===== src/rtl/pw_trigger_seq.sv =====
// Multi-pulse trigger sequencer: a match launches a train of up to pMAX_PULSES pulses
// with per-pulse delay/gap and width, plus arming, abort and missed-match reporting.
module pw_trigger_seq #(
    parameter int unsigned pMAX_PULSES          = 4,
    parameter int unsigned pTRIGGER_DELAY_WIDTH = 20,
    parameter int unsigned pTRIGGER_WIDTH_WIDTH = 17,
    parameter int unsigned pIDX_WIDTH           = 4
) (
    input  logic                                        trigger_clk,
    input  logic                                        reset_n,
    input  logic                                        I_match,
    input  logic                                        I_arm,
    input  logic                                        I_oneshot,
    input  logic                                        I_abort,
    input  logic [pIDX_WIDTH-1:0]                       I_num_pulses,
    input  logic [pMAX_PULSES*pTRIGGER_DELAY_WIDTH-1:0] I_trigger_delay,
    input  logic [pMAX_PULSES*pTRIGGER_WIDTH_WIDTH-1:0] I_trigger_width,
    output logic                                        O_trigger,
    output logic                                        O_armed,
    output logic                                        O_busy,
    output logic [pIDX_WIDTH-1:0]                       O_pulse_idx,
    output logic                                        O_done,
    output logic                                        O_missed
);

    localparam int unsigned DW   = pTRIGGER_DELAY_WIDTH;
    localparam int unsigned WW   = pTRIGGER_WIDTH_WIDTH;
    localparam int unsigned IW   = pIDX_WIDTH;
    localparam int unsigned SelW = (pMAX_PULSES > 1) ? $clog2(pMAX_PULSES) : 1;

    typedef enum logic [1:0] {StIdle, StDelay, StPulse, StGap} state_e;

    state_e          state_q, state_d;
    logic [DW-1:0]   cnt_q, cnt_d;
    logic [WW-1:0]   wcnt_q, wcnt_d;
    logic [IW-1:0]   idx_q, idx_d;
    logic [IW-1:0]   num_q, num_d;
    logic [DW-1:0]   delay_q [pMAX_PULSES];
    logic [DW-1:0]   delay_d [pMAX_PULSES];
    logic [WW-1:0]   width_q [pMAX_PULSES];
    logic [WW-1:0]   width_d [pMAX_PULSES];
    logic            trig_q, trig_d;
    logic            armed_q, armed_d;
    logic            busy_q, busy_d;
    logic            done_q, done_d;
    logic            missed_q, missed_d;

    logic [IW-1:0]   num_clamped;
    logic [IW-1:0]   idx_nxt;
    logic [SelW-1:0] sel_cur;
    logic [SelW-1:0] sel_nxt;
    logic            last_pulse;

    // Width fields of zero still give a one-cycle pulse.
    function automatic logic [WW-1:0] width_load(input logic [WW-1:0] w);
        return (w == '0) ? '0 : w - WW'(1);
    endfunction

    always_comb begin
        if (I_num_pulses == '0) begin
            num_clamped = IW'(1);
        end else if (I_num_pulses > IW'(pMAX_PULSES)) begin
            num_clamped = IW'(pMAX_PULSES);
        end else begin
            num_clamped = I_num_pulses;
        end
    end

    assign idx_nxt    = idx_q + IW'(1);
    assign sel_cur    = idx_q[SelW-1:0];
    assign sel_nxt    = idx_nxt[SelW-1:0];
    assign last_pulse = (idx_q == num_q - IW'(1));

    always_comb begin
        state_d  = state_q;
        cnt_d    = cnt_q;
        wcnt_d   = wcnt_q;
        idx_d    = idx_q;
        num_d    = num_q;
        delay_d  = delay_q;
        width_d  = width_q;
        trig_d   = trig_q;
        armed_d  = armed_q;
        done_d   = 1'b0;
        missed_d = 1'b0;

        if (I_abort) begin
            if (state_q != StIdle) begin
                state_d = StIdle;
                trig_d  = 1'b0;
                idx_d   = '0;
                armed_d = ~I_oneshot;
            end
        end else begin
            missed_d = I_match && (state_q != StIdle);
            unique case (state_q)
                StIdle: begin
                    if (I_arm && !armed_q) begin
                        armed_d = 1'b1;
                    end else if (I_match && armed_q) begin
                        num_d = num_clamped;
                        for (int i = 0; i < pMAX_PULSES; i++) begin
                            delay_d[i] = I_trigger_delay[i*DW +: DW];
                            width_d[i] = I_trigger_width[i*WW +: WW];
                        end
                        cnt_d   = I_trigger_delay[DW-1:0];
                        idx_d   = '0;
                        state_d = StDelay;
                    end
                end
                StDelay, StGap: begin
                    if (cnt_q == '0) begin
                        state_d = StPulse;
                        trig_d  = 1'b1;
                        wcnt_d  = width_load(width_q[sel_cur]);
                    end else begin
                        cnt_d = cnt_q - DW'(1);
                    end
                end
                StPulse: begin
                    if (wcnt_q != '0) begin
                        wcnt_d = wcnt_q - WW'(1);
                    end else if (last_pulse) begin
                        trig_d  = 1'b0;
                        done_d  = 1'b1;
                        state_d = StIdle;
                        idx_d   = '0;
                        armed_d = ~I_oneshot;
                    end else begin
                        idx_d = idx_nxt;
                        // A zero gap merges the next pulse onto this one.
                        if (delay_q[sel_nxt] == '0) begin
                            wcnt_d = width_load(width_q[sel_nxt]);
                        end else begin
                            trig_d  = 1'b0;
                            cnt_d   = delay_q[sel_nxt] - DW'(1);
                            state_d = StGap;
                        end
                    end
                end
                default: state_d = StIdle;
            endcase
        end

        busy_d = (state_d != StIdle);
    end

    always_ff @(posedge trigger_clk or negedge reset_n) begin
        if (!reset_n) begin
            state_q  <= StIdle;
            cnt_q    <= '0;
            wcnt_q   <= '0;
            idx_q    <= '0;
            num_q    <= '0;
            trig_q   <= 1'b0;
            armed_q  <= 1'b1;
            busy_q   <= 1'b0;
            done_q   <= 1'b0;
            missed_q <= 1'b0;
            for (int i = 0; i < pMAX_PULSES; i++) begin
                delay_q[i] <= '0;
                width_q[i] <= '0;
            end
        end else begin
            state_q  <= state_d;
            cnt_q    <= cnt_d;
            wcnt_q   <= wcnt_d;
            idx_q    <= idx_d;
            num_q    <= num_d;
            trig_q   <= trig_d;
            armed_q  <= armed_d;
            busy_q   <= busy_d;
            done_q   <= done_d;
            missed_q <= missed_d;
            for (int i = 0; i < pMAX_PULSES; i++) begin
                delay_q[i] <= delay_d[i];
                width_q[i] <= width_d[i];
            end
        end
    end

    assign O_trigger   = trig_q;
    assign O_armed     = armed_q;
    assign O_busy      = busy_q;
    assign O_pulse_idx = idx_q;
    assign O_done      = done_q;
    assign O_missed    = missed_q;

endmodule


===== config.mk =====
export PLATFORM = sky130hd
export DESIGN_NAME = pw_trigger_seq
export DESIGN_NICKNAME = d
export VERILOG_FILES = /design/src/rtl/pw_trigger_seq.sv
export SDC_FILE = /design/constraint.sdc
export NUM_CORES = 1
export LEC_CHECK = 0
export ABC_CLOCK_PERIOD_IN_PS = 8200
export CAP_MARGIN = 25
export CORE_UTILIZATION = 60
export DETAILED_ROUTE_END_ITERATION = 10
export HOLD_SLACK_MARGIN = 0.02
export PLACE_DENSITY = 0.87
export REMOVE_ABC_BUFFERS = 1
export SLEW_MARGIN = 20
export SYNTH_ARGS = -nofsm -noshare
export SYNTH_HDL_FRONTEND = slang
export SYNTH_SLANG_ARGS = --single-unit

===== constraint.sdc =====
create_clock -name trigger_clk -period 8.2 [get_ports trigger_clk]
set_input_delay 1.64 -clock trigger_clk [delete_from_list [all_inputs] [get_ports trigger_clk]]
set_output_delay 1.64 -clock trigger_clk [all_outputs]
set_load 0.01 [all_outputs]

# After elaboration in Yosys (flattened, before gate mapping)

Index checks and enable logic that the tools add are counted.

Register bits after elaboration: 200
Output and inout bits: 9
Logic and storage cells: 136

Add/sub/neg operators: 7
Order comparisons: 3
Equal/unequal tests: 21
Mux-type cells: 59
Bitwise operators: 5
Reduce and logical (&&, ||, !) cells: 23

Operator list:

| cell                                                | count |
|---|---|
| 2-to-1 mux 17 bit                                   | 10 |
| 2-to-1 mux 20 bit                                   | 8 |
| binary-select mux 17 bit (select 2 bit)             | 2 |
| case mux 20 bit (3 select lines)                    | 1 |
| subtractor 17 x 1 -> 17 bit (second input constant) | 3 |
| binary-select mux 20 bit (select 2 bit)             | 1 |
| zero test 20 bit                                    | 2 |
| subtractor 20 x 1 -> 20 bit (second input constant) | 2 |
| zero test 17 bit                                    | 2 |
| case mux 17 bit (2 select lines)                    | 1 |
| 2-to-1 mux 4 bit                                    | 8 |
| != test 3 bit (second input constant)               | 8 |
| AND reduction 5 bit                                 | 4 |
| nonzero test 17 bit                                 | 1 |
| 2-to-1 mux 1 bit                                    | 16 |
| 2-to-1 mux 2 bit                                    | 8 |
| != test 2 bit (second input constant)               | 7 |
| case mux 4 bit (2 select lines)                     | 1 |
| AND reduction 7 bit                                 | 1 |
| >= comparator 3 bit (second input constant)         | 2 |
| inverter 2 -> 3 bit                                 | 2 |
| case mux 2 bit (3 select lines)                     | 1 |
| nonzero test 2 bit                                  | 3 |
| nonzero test 3 bit                                  | 2 |
| 16 further kinds                                    | 22 |

# Logic depth before layout (Yosys ltp)

Gate-level depths: netlist (run 1).

Depth in word-level cells: 12
Gate-level depth with buffers: 15
Mapped depth without buffers: 9

# Least setup slack after synthesis (run 1)

Ideal clock, no wire load.

Path kind: register to register
From: register idx_q[0] (netlist: O_pulse_idx[0])
To: register wcnt_q[6]
Setup time: 83 ps
Data arrival time: 3438 ps
Data required time: 8117 ps
Setup slack: 4678 ps
Cell stages (with the launch flop): 15
Path buffers: 5
Path through: dfrtp_1 -> ha_1 -> buf_2 -> clkbuf_1 -> buf_2 -> clkbuf_1 -> mux4_2 -> inv_1 -> ha_1 -> nand2_1 -> nor2_1 -> a211oi_2 -> clkbuf_1 -> a21oi_1 -> o22ai_1

Word-level cells in the longest chain between the ends: 11
Elaborated cells between the ends (all ways): 28
Classes of those cells: 3 x add/sub; 3 x eq/ne; 16 x mux; 2 x bitwise; 4 x reduce/logical

Ends and longest elaborated chain:

| element                                                         | line     | text |
|---|---|---|
| start, declared                                                 | 36       | `logic [IW-1:0] idx_q, idx_d;` |
| start signal, assigned                                          | 168      | `idx_q <= idx_d;` |
| adder 4 x 1 -> 4 bit                                            | 69       | `assign idx_nxt = idx_q + IW'(1);` |
| inverter 2 -> 3 bit (not written as such)                       | 132, 133 |  |
| binary-select mux 17 bit (select 2 bit)                         | 133      | `wcnt_d = width_load(width_q[sel_nxt]);` |
| 2-to-1 mux 17 bit (not written as such) (2 in series)           | 133      |  |
| subtractor 17 x 1 -> 17 bit or zero test 17 bit (tied branches) | 56       | `return (w == '0) ? '0 : w - WW'(1);` |
| 2-to-1 mux 17 bit                                               | 56       |  |
| 2-to-1 mux 17 bit                                               | 132      | `if (delay_q[sel_nxt] == '0) begin` |
| 2-to-1 mux 17 bit                                               | 123      | `end else if (last_pulse) begin` |
| 2-to-1 mux 17 bit                                               | 121      | `if (wcnt_q != '0) begin` |
| case mux 17 bit (2 select lines)                                | 96       | `unique case (state_q)` |
| end signal, assigned                                            | 167      | `wcnt_q <= wcnt_d;` |
| end, declared                                                   | 35       | `logic [WW-1:0] wcnt_q, wcnt_d;` |

Parallel ways exist; a longest one is shown, timed or not. The select of a mux whose other input is x is not followed.
A chain may end at the register's enable or synchronous reset.

# Worst setup path in the final report (run 1)

From: register idx_q[0] (netlist: O_pulse_idx[0])
To: register cnt_q[9]

Word-level cells in the longest chain between the ends: 10
Elaborated cells between the ends (all ways): 15
Classes of those cells: 2 x add/sub; 3 x eq/ne; 7 x mux; 1 x bitwise; 2 x reduce/logical

Ends and longest elaborated chain:

| element                                               | line     | text |
|---|---|---|
| adder 4 x 1 -> 4 bit                                  | 69       |  |
| inverter 2 -> 3 bit (not written as such)             | 132, 136 |  |
| binary-select mux 20 bit (select 2 bit)               | 132, 136 |  |
| 2-to-1 mux 20 bit (not written as such) (2 in series) | 132, 136 |  |
| subtractor 20 x 1 -> 20 bit                           | 136      | `cnt_d = delay_q[sel_nxt] - DW'(1);` |
| 2-to-1 mux 20 bit                                     | 132      |  |
| 2-to-1 mux 20 bit                                     | 123      |  |
| 2-to-1 mux 20 bit                                     | 121      |  |
| case mux 20 bit (3 select lines)                      | 96       |  |
| end signal, assigned                                  | 166      | `cnt_q <= cnt_d;` |
| end, declared                                         | 34       | `logic [DW-1:0] cnt_q, cnt_d;` |

Parallel ways exist; a longest one is shown, timed or not. The select of a mux whose other input is x is not followed.

==> impl_metrics.yaml, run 1 <==
status:
  status: "finished, final reports clean"
floorplan:
  die_w_um: 140
  dieArea_um2: 19700
  num_io_pins: 167
  core-area_um2: 18700
  core.rowCount: 50
  start_util_pct: 61.3
  fp.dieH_um: 140
power_and_ir_drop:
  ir_drop_mv: 0.167
  power_density_nw_per_um2: 297
  leakagePower_uw: 0.00611
logic_synthesis:
  netlist.top_cell.by_area: "dfrtp_1"
  yosysSeqAreaShare_pct: 43.6
  ys_top_cells_by_count: "nand2_1, dfrtp_1, nor2_1"
  synthTopCellsByArea: "dfrtp_1, nand2_1, mux4_2"
  ys_ff_latch: 200
  synth_cell_type_count: 82
  ys.flop_type: "dfrtp_1"
  synthCells: 1281
  synth_edf_count: 0
  synth_most_common_cell: "nand2_1"
  postSynthAreaPerCell_um2: 8.96
  async_flop_share_pct: 100
  synth_top_area_share_pct: 43.4
  syn-cell-area_um2: 11500
  synth_warnings: 0
final_layout:
  antenna_cells: 0
  nets: 1569
  final_cell_area_um2: 13800
  syn2layout_area_growth_pct: 20.3
  drive_gt1_share_pct: 7.69
  final_core_utilization_pct: 73.8
detailed_routing:
  wirelength_um: 30500
  drc_errors: 0
  via_per_inst: 6.19
  ant_nets: 0
  dr_total_vias: 10227
  drt_iter0_drc: 1182
  dr.pass1.iters: 5
  wl_per_cell_um: 18.5
grt:
  grt_util_all_layers_pct: 32.1
  grt_pass1_vias: 9878
  grt_max_degree: 122
  grt_pass1_wl_um: 49700
  antenna_found_initial: 0
  grt.overflow.total: 0
timing:
  hold_viol: 0
  fin_crit_ns: 4.89
  timing.fmax_ghz: 0.205
  fin_worst_skew_ns: 0.0106
  finalCritPeriodShare_pct: 59.6
  drv_slew: 0
  maxSlewHeadroom_pct: 33.5
  rsz0062_at_grt: "no"
  setup-violations-final: 0
  setup_slack_ns: 3.31
  tns_ns: 0
  tightest_slew_ns: 0.988
cts:
  cts_buffers: 17
  cts_htree_levels: 4
  post_cts_buffers: 0
  clk_pin_slew_ns: 0.08
  cts_tree: "built"
  clk_latency_ns: 0.45
  postCtsResizedCells: 0
  ctsLongestPathBuffers: 2
  cts_root_buf: "clkbuf_16"
  cts.sink_count: 200
  postCtsHoldBufs: 0
critical_path:
  cp-end-kind: "register"
  cp_num_buf_inv: 2
  cp_slowest_stage_delay_ns: 0.77
  crit_fanout: 45
  crit_required_ns: 8.53
  critPathTopFamily: "compound AO/OA/AOI/OAI gates"
  crit_path_top_delay_cell: "ha_1"
  path_cells: "ha_1, buf_4, mux4_1, or4_1, a221oi_1, nand2_1, a31oi_2, buf_4, o21ai_1, a221oi_1"
  worst_setup_path_start_kind: "register"
  worstSetupPathType: "reg2reg"
  cp.arrival_ns: 5.22
placement:
  hpwl_um: 20600
  gp_congestion: 0.922
  pre_cts_ws_ns: 3.47
  port_buffers: 166
  placed_area_um2: 13200
flow_run:
  cap_violations: 0
worst_hold_path:
  hold_class: "reg2reg"
[flip-flops by register name (all words and copies together), names as in the netlist]
name	cells
cnt_q	20
O_busy	1
wcnt_q	17
O_pulse_idx	4
delay_q	80
width_q	68
num_q	4
state_q	2
O_done	1
O_armed	1
O_trigger	1
O_missed	1
[cell usage in the layout (no fill, tap or decap), types with 11 or more instances in the layout]
master / synthesis / final
o21ai_1: 30 / 30
clkbuf_16: 0 / 17
xnor2_1: 16 / 16
mux2i_1: 38 / 38
nor3_1: 24 / 24
nand3_1: 18 / 18
o21ai_0: 42 / 42
nor4_1: 11 / 11
nor2_1: 57 / 56
a21oi_1: 37 / 37
xor2_1: 23 / 23
mux4_2: 40 / 40
inv_1: 15 / 15
clkdlybuf4s50_1: 0 / 165
dfrtp_1: 199 / 198
nand2_1: 490 / 490
[tightest hold or removal path, delay by kind of cell (launching register included)]
| kind | cells | cell delay [ns] |
|---|---|---|
| AND/OR/NAND/NOR | 2 | 0.10 |
| flip-flops | 1 | 0.35 |
[power breakdown]
part           switching (uW)  total [uW]  internal, uW
registers                 337        1730          1390
logic                     884        1570           685
clock network             404         801           397
total                    1630        4100          2470
[per-stage QoR]
step                      hold WS [ns]  instances  total power, uW
after floorplan                  0.437       1205             2740
after global placement           0.452       1615             3150
after detailed placement         0.455       1616             3230
after CTS                        0.478       1648             4060
after global routing             0.502       1651             4350
final                            0.479       1651             4100
[metal layers]
layer  wire [um]  track usage (%)  vias to the layer above
met3        2340             5.20                       70
met4         816             12.3                        0
met2       14700             51.4                      517
li1            -                -                     4657
met5           0                0                        -
met1       12700             44.5                     4983
[layout make-up]
cell class	instances	area, um2
sequential	200	5010
inverter	17	63.8
timing repair buffer	180	1820
tap	234	293
multi-input combinational	988	6070
clock buffer	19	433
clock inverter	13	111
fill	1333	4900
[logic make-up (layout without fill, tap and decap cells)]
kind of cell / after synthesis / in the layout / synth area share [%]
adder cells (fa/ha/maj): 7 / 7 / 0.763
buffers and inverters: 93 / 229 / 3.66
flip-flops: 200 / 200 / 43.6
AND/OR/NAND/NOR: 668 / 668 / 25.0
multiplexers: 97 / 97 / 14.4
AO/OA/AOI/OAI: 177 / 177 / 9.64
XOR/XNOR: 39 / 39 / 2.98
[worst paths after layout]
| path | from | end | slack [ns] | cells past startpoint |
|---|---|---|---|---|
| worst max-delay path | O_pulse_idx[0] | cnt_q[9] | 3.31 | 10 |
| worst min register to register | delay_q[73] | delay_q[73] | 0.48 | 2 |
| max in group asynchronous | reset_n | O_pulse_idx[0] | 6.07 | 3 |
| worst min-delay path | delay_q[73] | delay_q[73] | 0.48 | 2 |
| worst max register to register | O_pulse_idx[0] | cnt_q[9] | 3.31 | 10 |
| min in group asynchronous | reset_n | width_q[19] | 1.11 | 1 |
(Power assumes the default switching activity.)
==> run 2, diff against run 1 <==
--- a/config.mk
+++ b/config.mk
@@ -5,12 +5,12 @@
 export SDC_FILE = /design/constraint.sdc
 export NUM_CORES = 1
 export LEC_CHECK = 0
-export ABC_CLOCK_PERIOD_IN_PS = 8200
+export ABC_CLOCK_PERIOD_IN_PS = 4700
 export CAP_MARGIN = 25
-export CORE_UTILIZATION = 60
+export CORE_UTILIZATION = 55
 export DETAILED_ROUTE_END_ITERATION = 10
 export HOLD_SLACK_MARGIN = 0.02
-export PLACE_DENSITY = 0.87
+export PLACE_DENSITY = 0.81
 export REMOVE_ABC_BUFFERS = 1
 export SLEW_MARGIN = 20
 export SYNTH_ARGS = -nofsm -noshare
==> constraint.sdc (replaced) <==
create_clock -name trigger_clk -period 4.7 [get_ports trigger_clk]
set_input_delay 0.94 -clock trigger_clk [delete_from_list [all_inputs] [get_ports trigger_clk]]
set_output_delay 0.94 -clock trigger_clk [all_outputs]
set_load 0.01 [all_outputs]
==> impl_metrics.yaml, run 2 (synthesis results as in run 1) <==
power_and_ir_drop:
  seq_power_share_pct: 42.0
  p_int_uw: 4340
  netSwitchingPower_uw: 2890
  leakagePower_uw: 0.00621
  pwr-share-clk_pct: 20.3
  ir_drop_mv: 0.261
  power_density_nw_per_um2: 518
  combPwrFrac_pct: 37.7
  switching_share_pct: 39.9
critical_path:
  worst_setup_path_start_kind: "register"
  cp_num_buf_inv: 2
  cp_slowest_stage_delay_ns: 0.67
  path_depth: 10
  critPathTopFamily: "simple AND/OR/NAND/NOR gates"
  worstRegToRegCells: 10
  crit_top_cell: "buf_4"
  crit_fanout: 30
  crit_path_top_delay_cell: "dfrtp_4"
  path_cells: "ha_1, buf_4, mux4_2, nor4_1, nand2_1, nor2_1, a211oi_2, buf_4, a221oi_1, o21ai_1"
  cp.arrival_ns: 4.31
  crit_required_ns: 5.03
  cp-end-kind: "register"
  worstSetupPathType: "reg2reg"
placement:
  pre_cts_ws_ns: 0.821
  place_inst: 1664
  gp_congestion: 0.941
  placed_area_um2: 13400
  port_buffers: 166
  hpwl_um: 22500
timing:
  timing.fmax_ghz: 0.252
  hold_viol: 0
  setup-violations-final: 0
  tns_ns: 0
  fin_worst_skew_ns: 0.0107
  setup_slack_ns: 0.724
  maxSlewHeadroom_pct: 39.1
  finalCritPeriodShare_pct: 84.6
  fin_crit_ns: 3.98
  rsz0062_at_grt: "no"
  tightest_slew_ns: 0.906
  drv_slew: 0
cts:
  cts.sink_count: 200
  cts_buffers: 17
  cts_htree_levels: 4
  clk_latency_ns: 0.45
  post_cts_buffers: 0
  clk_pin_slew_ns: 0.08
  cts_tree: "built"
  postCtsHoldBufs: 0
  cts_root_buf: "clkbuf_16"
  postCtsResizedCells: 0
  ctsLongestPathBuffers: 2
final_layout:
  reg_top3: "delay_q (80), width_q (68), cnt_q (20)"
  syn2layout_area_growth_pct: 21.7
  top_register: "delay_q"
  final_core_utilization_pct: 68.6
  drive_gt1_share_pct: 8.54
  multiInputGateArea_um2: 6070
  ff_latch_area_um2: 5010
  final_cell_area_um2: 14000
  antenna_cells: 0
  layout_commonest_cell: "nand2_1"
  fill_cells: 1609
  largest_reg_flops: 80
  final_cell_mix: "nand2_1, dfrtp_1, clkdlybuf4s50_1"
  stdcell_count: 1698
  nets: 1580
floorplan:
  core.rowCount: 52
  fp.dieH_um: 146
  die_w_um: 146
  num_io_pins: 167
  dieArea_um2: 21400
  core-area_um2: 20400
  start_util_pct: 56.3
status:
  status: "finished, final reports clean"
detailed_routing:
  drt_iter0_drc: 987
  wl_per_cell_um: 18.4
  via_per_inst: 5.90
  wirelength_um: 31300
  dr.pass1.iters: 6
  ant_nets: 0
  drc_errors: 0
  dr_total_vias: 10023
worst_hold_path:
  hold_class: "in2async"
grt:
  grt.overflow.total: 0
  grt_pass1_vias: 10044
  grt_max_degree: 103
  grt_pass1_wl_um: 51800
  grt_util_all_layers_pct: 30.6
  antenna_found_initial: 0
flow_run:
  cap_violations: 0
==> run 2: final timing paths <==
check                               start     endpoint  slack (ns)
setup / recovery           O_pulse_idx[0]   wcnt_q[14]        0.72
hold / removal                    reset_n  width_q[55]        0.43
setup reg to reg           O_pulse_idx[0]   wcnt_q[14]        0.72
hold reg to reg               delay_q[70]  delay_q[70]        0.48
max in group asynchronous         reset_n  width_q[47]        3.23
min in group trigger_clk      delay_q[70]  delay_q[70]        0.48
==> run 2: layer usage <==
| metal | GRT usage [%] | up-vias | share of wire [%] |
|---|---|---|---|
| li1 | - | 4689 | - |
| met1 | 42.1 | 4898 | 43 |
| met5 | 0 | - | 0 |
| met3 | 4.50 | 57 | 5.7 |
| met4 | 9.43 | 0 | 2.0 |
| met2 | 50.5 | 379 | 49 |
==> run 2: final cells by class <==
| cell class | instances | share of cell area (%) |
|---|---|---|
| tap | 270 | 2.42 |
| sequential | 200 | 35.9 |
| clock inverter | 15 | 1.09 |
| inverter | 17 | 0.457 |
| clock buffer | 17 | 3.05 |
| timing repair buffer | 191 | 13.7 |
| multi-input combinational | 988 | 43.4 |
==> run 2: per-stage QoR <==
| step | hold slack [ns] | total power [uW] |
|---|---|---|
| floorplan | 0.437 | 4780 |
| global placement | 0.451 | 5600 |
| detailed placement | 0.457 | 5720 |
| CTS | 0.459 | 7220 |
| global route | 0.457 | 7700 |
| finish | 0.426 | 7230 |
==> run 2: worst register-to-register path, delay by kind of cell (launching register included) <==
family	cells	cell delay, ns
AO/OA/AOI/OAI	3	0.58
multiplexers	1	0.41
AND/OR/NAND/NOR	3	1.07
flip-flops	1	0.67
buffers and inverters	2	0.53
adder cells (fa/ha/maj)	1	0.60
==> run 2: power by group through the flow <==
stage          registers, uW  clock network [uW]  logic [uW]
6_report                3030                1470        2730
5_1_grt                 3120                1550        3030
4_1_cts                 3020                1490        2710
3_5_place_dp            3040                   0        2680
3_3_place_gp            3000                   0        2600
2_1_floorplan           2810                   0        1970
==> run 3, diff against run 2 <==
--- a/config.mk
+++ b/config.mk
@@ -5,7 +5,7 @@
 export SDC_FILE = /design/constraint.sdc
 export NUM_CORES = 1
 export LEC_CHECK = 0
-export ABC_CLOCK_PERIOD_IN_PS = 4700
+export ABC_CLOCK_PERIOD_IN_PS = 3800
 export CAP_MARGIN = 25
 export CORE_UTILIZATION = 55
 export DETAILED_ROUTE_END_ITERATION = 10
==> constraint.sdc (replaced) <==
create_clock -name trigger_clk -period 3.8 [get_ports trigger_clk]
set_input_delay 0.76 -clock trigger_clk [delete_from_list [all_inputs] [get_ports trigger_clk]]
set_output_delay 0.76 -clock trigger_clk [all_outputs]
set_load 0.01 [all_outputs]
==> impl_metrics.yaml, run 3 (synthesis results as in run 1) <==
status:
  status: "finished, final reports clean"
critical_path:
  crit_fanout: 17
  reg2reg_setup_slack_ns: 0.19
  worstSetupEndpoint: "wcnt_q[14]"
  startpoint: "O_pulse_idx[0]"
  crit_required_ns: 4.12
  worstSetupPathType: "reg2reg"
  cp.arrival_ns: 3.94
  worst_setup_path_start_kind: "register"
  r2r-start: "O_pulse_idx[0]"
  worstRegToRegCells: 10
  cp-end-kind: "register"
  r2r-end: "wcnt_q[14]"
power_and_ir_drop:
  p_int_uw: 5570
  leakagePower_uw: 0.00626
  switching_share_pct: 38.1
  netSwitchingPower_uw: 3430
  combPwrFrac_pct: 38.1
  seq_power_share_pct: 41.4
  ir_drop_mv: 0.316
  pwr-share-clk_pct: 20.5
  power_density_nw_per_um2: 639
timing:
  hold_viol: 0
  maxSlewHeadroom_pct: 49.6
  timing.fmax_ghz: 0.277
  tightest_slew_ns: 0.756
  tns_ns: 0
  drv_slew: 0
  fin_crit_ns: 3.61
  finalCritPeriodShare_pct: 95.1
  fin_worst_skew_ns: 0.0108
  setup-violations-final: 0
  rsz0062_at_grt: "no"
final_layout:
  layout_commonest_cell: "nand2_1"
  nets: 1589
  top_register: "delay_q"
  syn2layout_area_growth_pct: 22.8
  final_cell_mix: "nand2_1, dfrtp_1, clkdlybuf4s50_1"
  reg_top3: "delay_q (80), width_q (68), cnt_q (20)"
  antenna_cells: 0
  stdcell_count: 1705
  largest_reg_flops: 80
  drive_gt1_share_pct: 8.92
cts:
  clk_latency_ns: 0.44
  cts_tree: "built"
  cts.sink_count: 200
  ctsLongestPathBuffers: 2
  cts_root_buf: "clkbuf_16"
  clk_pin_slew_ns: 0.07
  cts_buffers: 17
  cts_htree_levels: 4
grt:
  grt.overflow.total: 0
  grt_util_all_layers_pct: 30.2
  grt_pass1_wl_um: 51400
  grt_max_degree: 94
  antenna_found_initial: 0
  grt_pass1_vias: 10133
detailed_routing:
  via_per_inst: 5.95
  drt_iter0_drc: 960
  wl_per_cell_um: 18.0
  dr.pass1.iters: 5
  wirelength_um: 30700
  ant_nets: 0
  drc_errors: 0
  dr_total_vias: 10137
worst_hold_path:
  hold_class: "in2async"
floorplan:
  core.rowCount: 52
  core-area_um2: 20400
  start_util_pct: 56.3
  fp.dieH_um: 146
  die_w_um: 146
  num_io_pins: 167
  dieArea_um2: 21400
placement:
  hpwl_um: 21400
  place_inst: 1674
  gp_congestion: 0.940
  port_buffers: 166
flow_run:
  cap_violations: 0
[run 3: cell count changes in the layout (fill, tap and decap cells not counted), moves of 2 or more]
| cell | before | now |
|---|---|---|
| buf_4 | 20 | 26 |
| inv_8 | 6 | 0 |
| buf_12 | 4 | 8 |
| clkbuf_8 | 1 | 4 |
| bufinv_16 | 0 | 2 |
| clkbuf_1 | 0 | 2 |
| clkinv_2 | 2 | 0 |
| clkinv_8 | 2 | 0 |
[run 3: critical path: stages (launching register included)]
cell and delay, ns:
dfrtp_4 0.50, ha_2 0.48, buf_4 0.35, mux4_2 0.39, nor4_2 0.43, nand3_1 0.24
nor3_1 0.31, a211oi_2 0.21, buf_4 0.23, a221oi_1 0.28, o21ai_1 0.08
[run 3: layout make-up]
type / count / area, um2
fillers: 1589 / 6280
multi-input cells: 988 / 6070
flip-flops and latches: 200 / 5010
repair buffers: 200 / 2020
clock buffers: 22 / 474
well taps: 270 / 338
clock inverters: 8 / 111
inverters: 17 / 63.8
[run 3: timing repair]
item	CTS	global route
setup buffers	0	0
endpoints found under the setup margin	0	4
gates resized for setup	0	1
hold buffers	0	0
[run 3: power groups by stage]
stage          clock [uW]  combinational (uW)  sequential [uW]
2_1_floorplan           0                2440             3470
3_3_place_gp            0                3250             3680
3_5_place_dp            0                3350             3730
4_1_cts              1860                3410             3700
5_1_grt              1950                3810             3830
6_report             1840                3430             3720
[run 3: how the worst min path moves through the flow]
| stage | startpoint | end | slack (ns) | depth (start not counted) |
|---|---|---|---|---|
| detailed placement | delay_q[58] | delay_q[58] | 0.46 | 2 |
| finish | reset_n | width_q[54] | 0.39 | 1 |
| CTS | reset_n | width_q[35] | 0.42 | 1 |
| floorplan | delay_q[67] | delay_q[67] | 0.44 | 2 |
| global route | reset_n | width_q[56] | 0.45 | 1 |
| global placement | delay_q[70] | delay_q[70] | 0.45 | 2 |
[run 3: routing by layer]
layer | vias up | wire, um | global-route usage [%]
li1 | 4705 | - | -
met1 | 4936 | 13000 | 40.5
met2 | 426 | 15100 | 50.0
met3 | 70 | 1950 | 4.94
met4 | 0 | 698 | 9.95
met5 | - | 0 | 0
[run 3: through the flow]
| step | util [%] | power, uW | setup WS [ns] | hold slack, ns | cell area (um2) |
|---|---|---|---|---|---|
| final | 69.2 | 9000 | 0.186 | 0.391 | 14100 |
| after global routing | 69.2 | 9600 | 0.0234 | 0.452 | 14100 |
| after CTS | 69.1 | 8970 | 0.162 | 0.421 | 14100 |
| after detailed placement | 66.3 | 7080 | 0.185 | 0.455 | 13500 |
| after global placement | 66.3 | 6920 | 0.207 | 0.451 | 13500 |
| after floorplan | - | 5910 | -3.42 | 0.437 | 11100 |
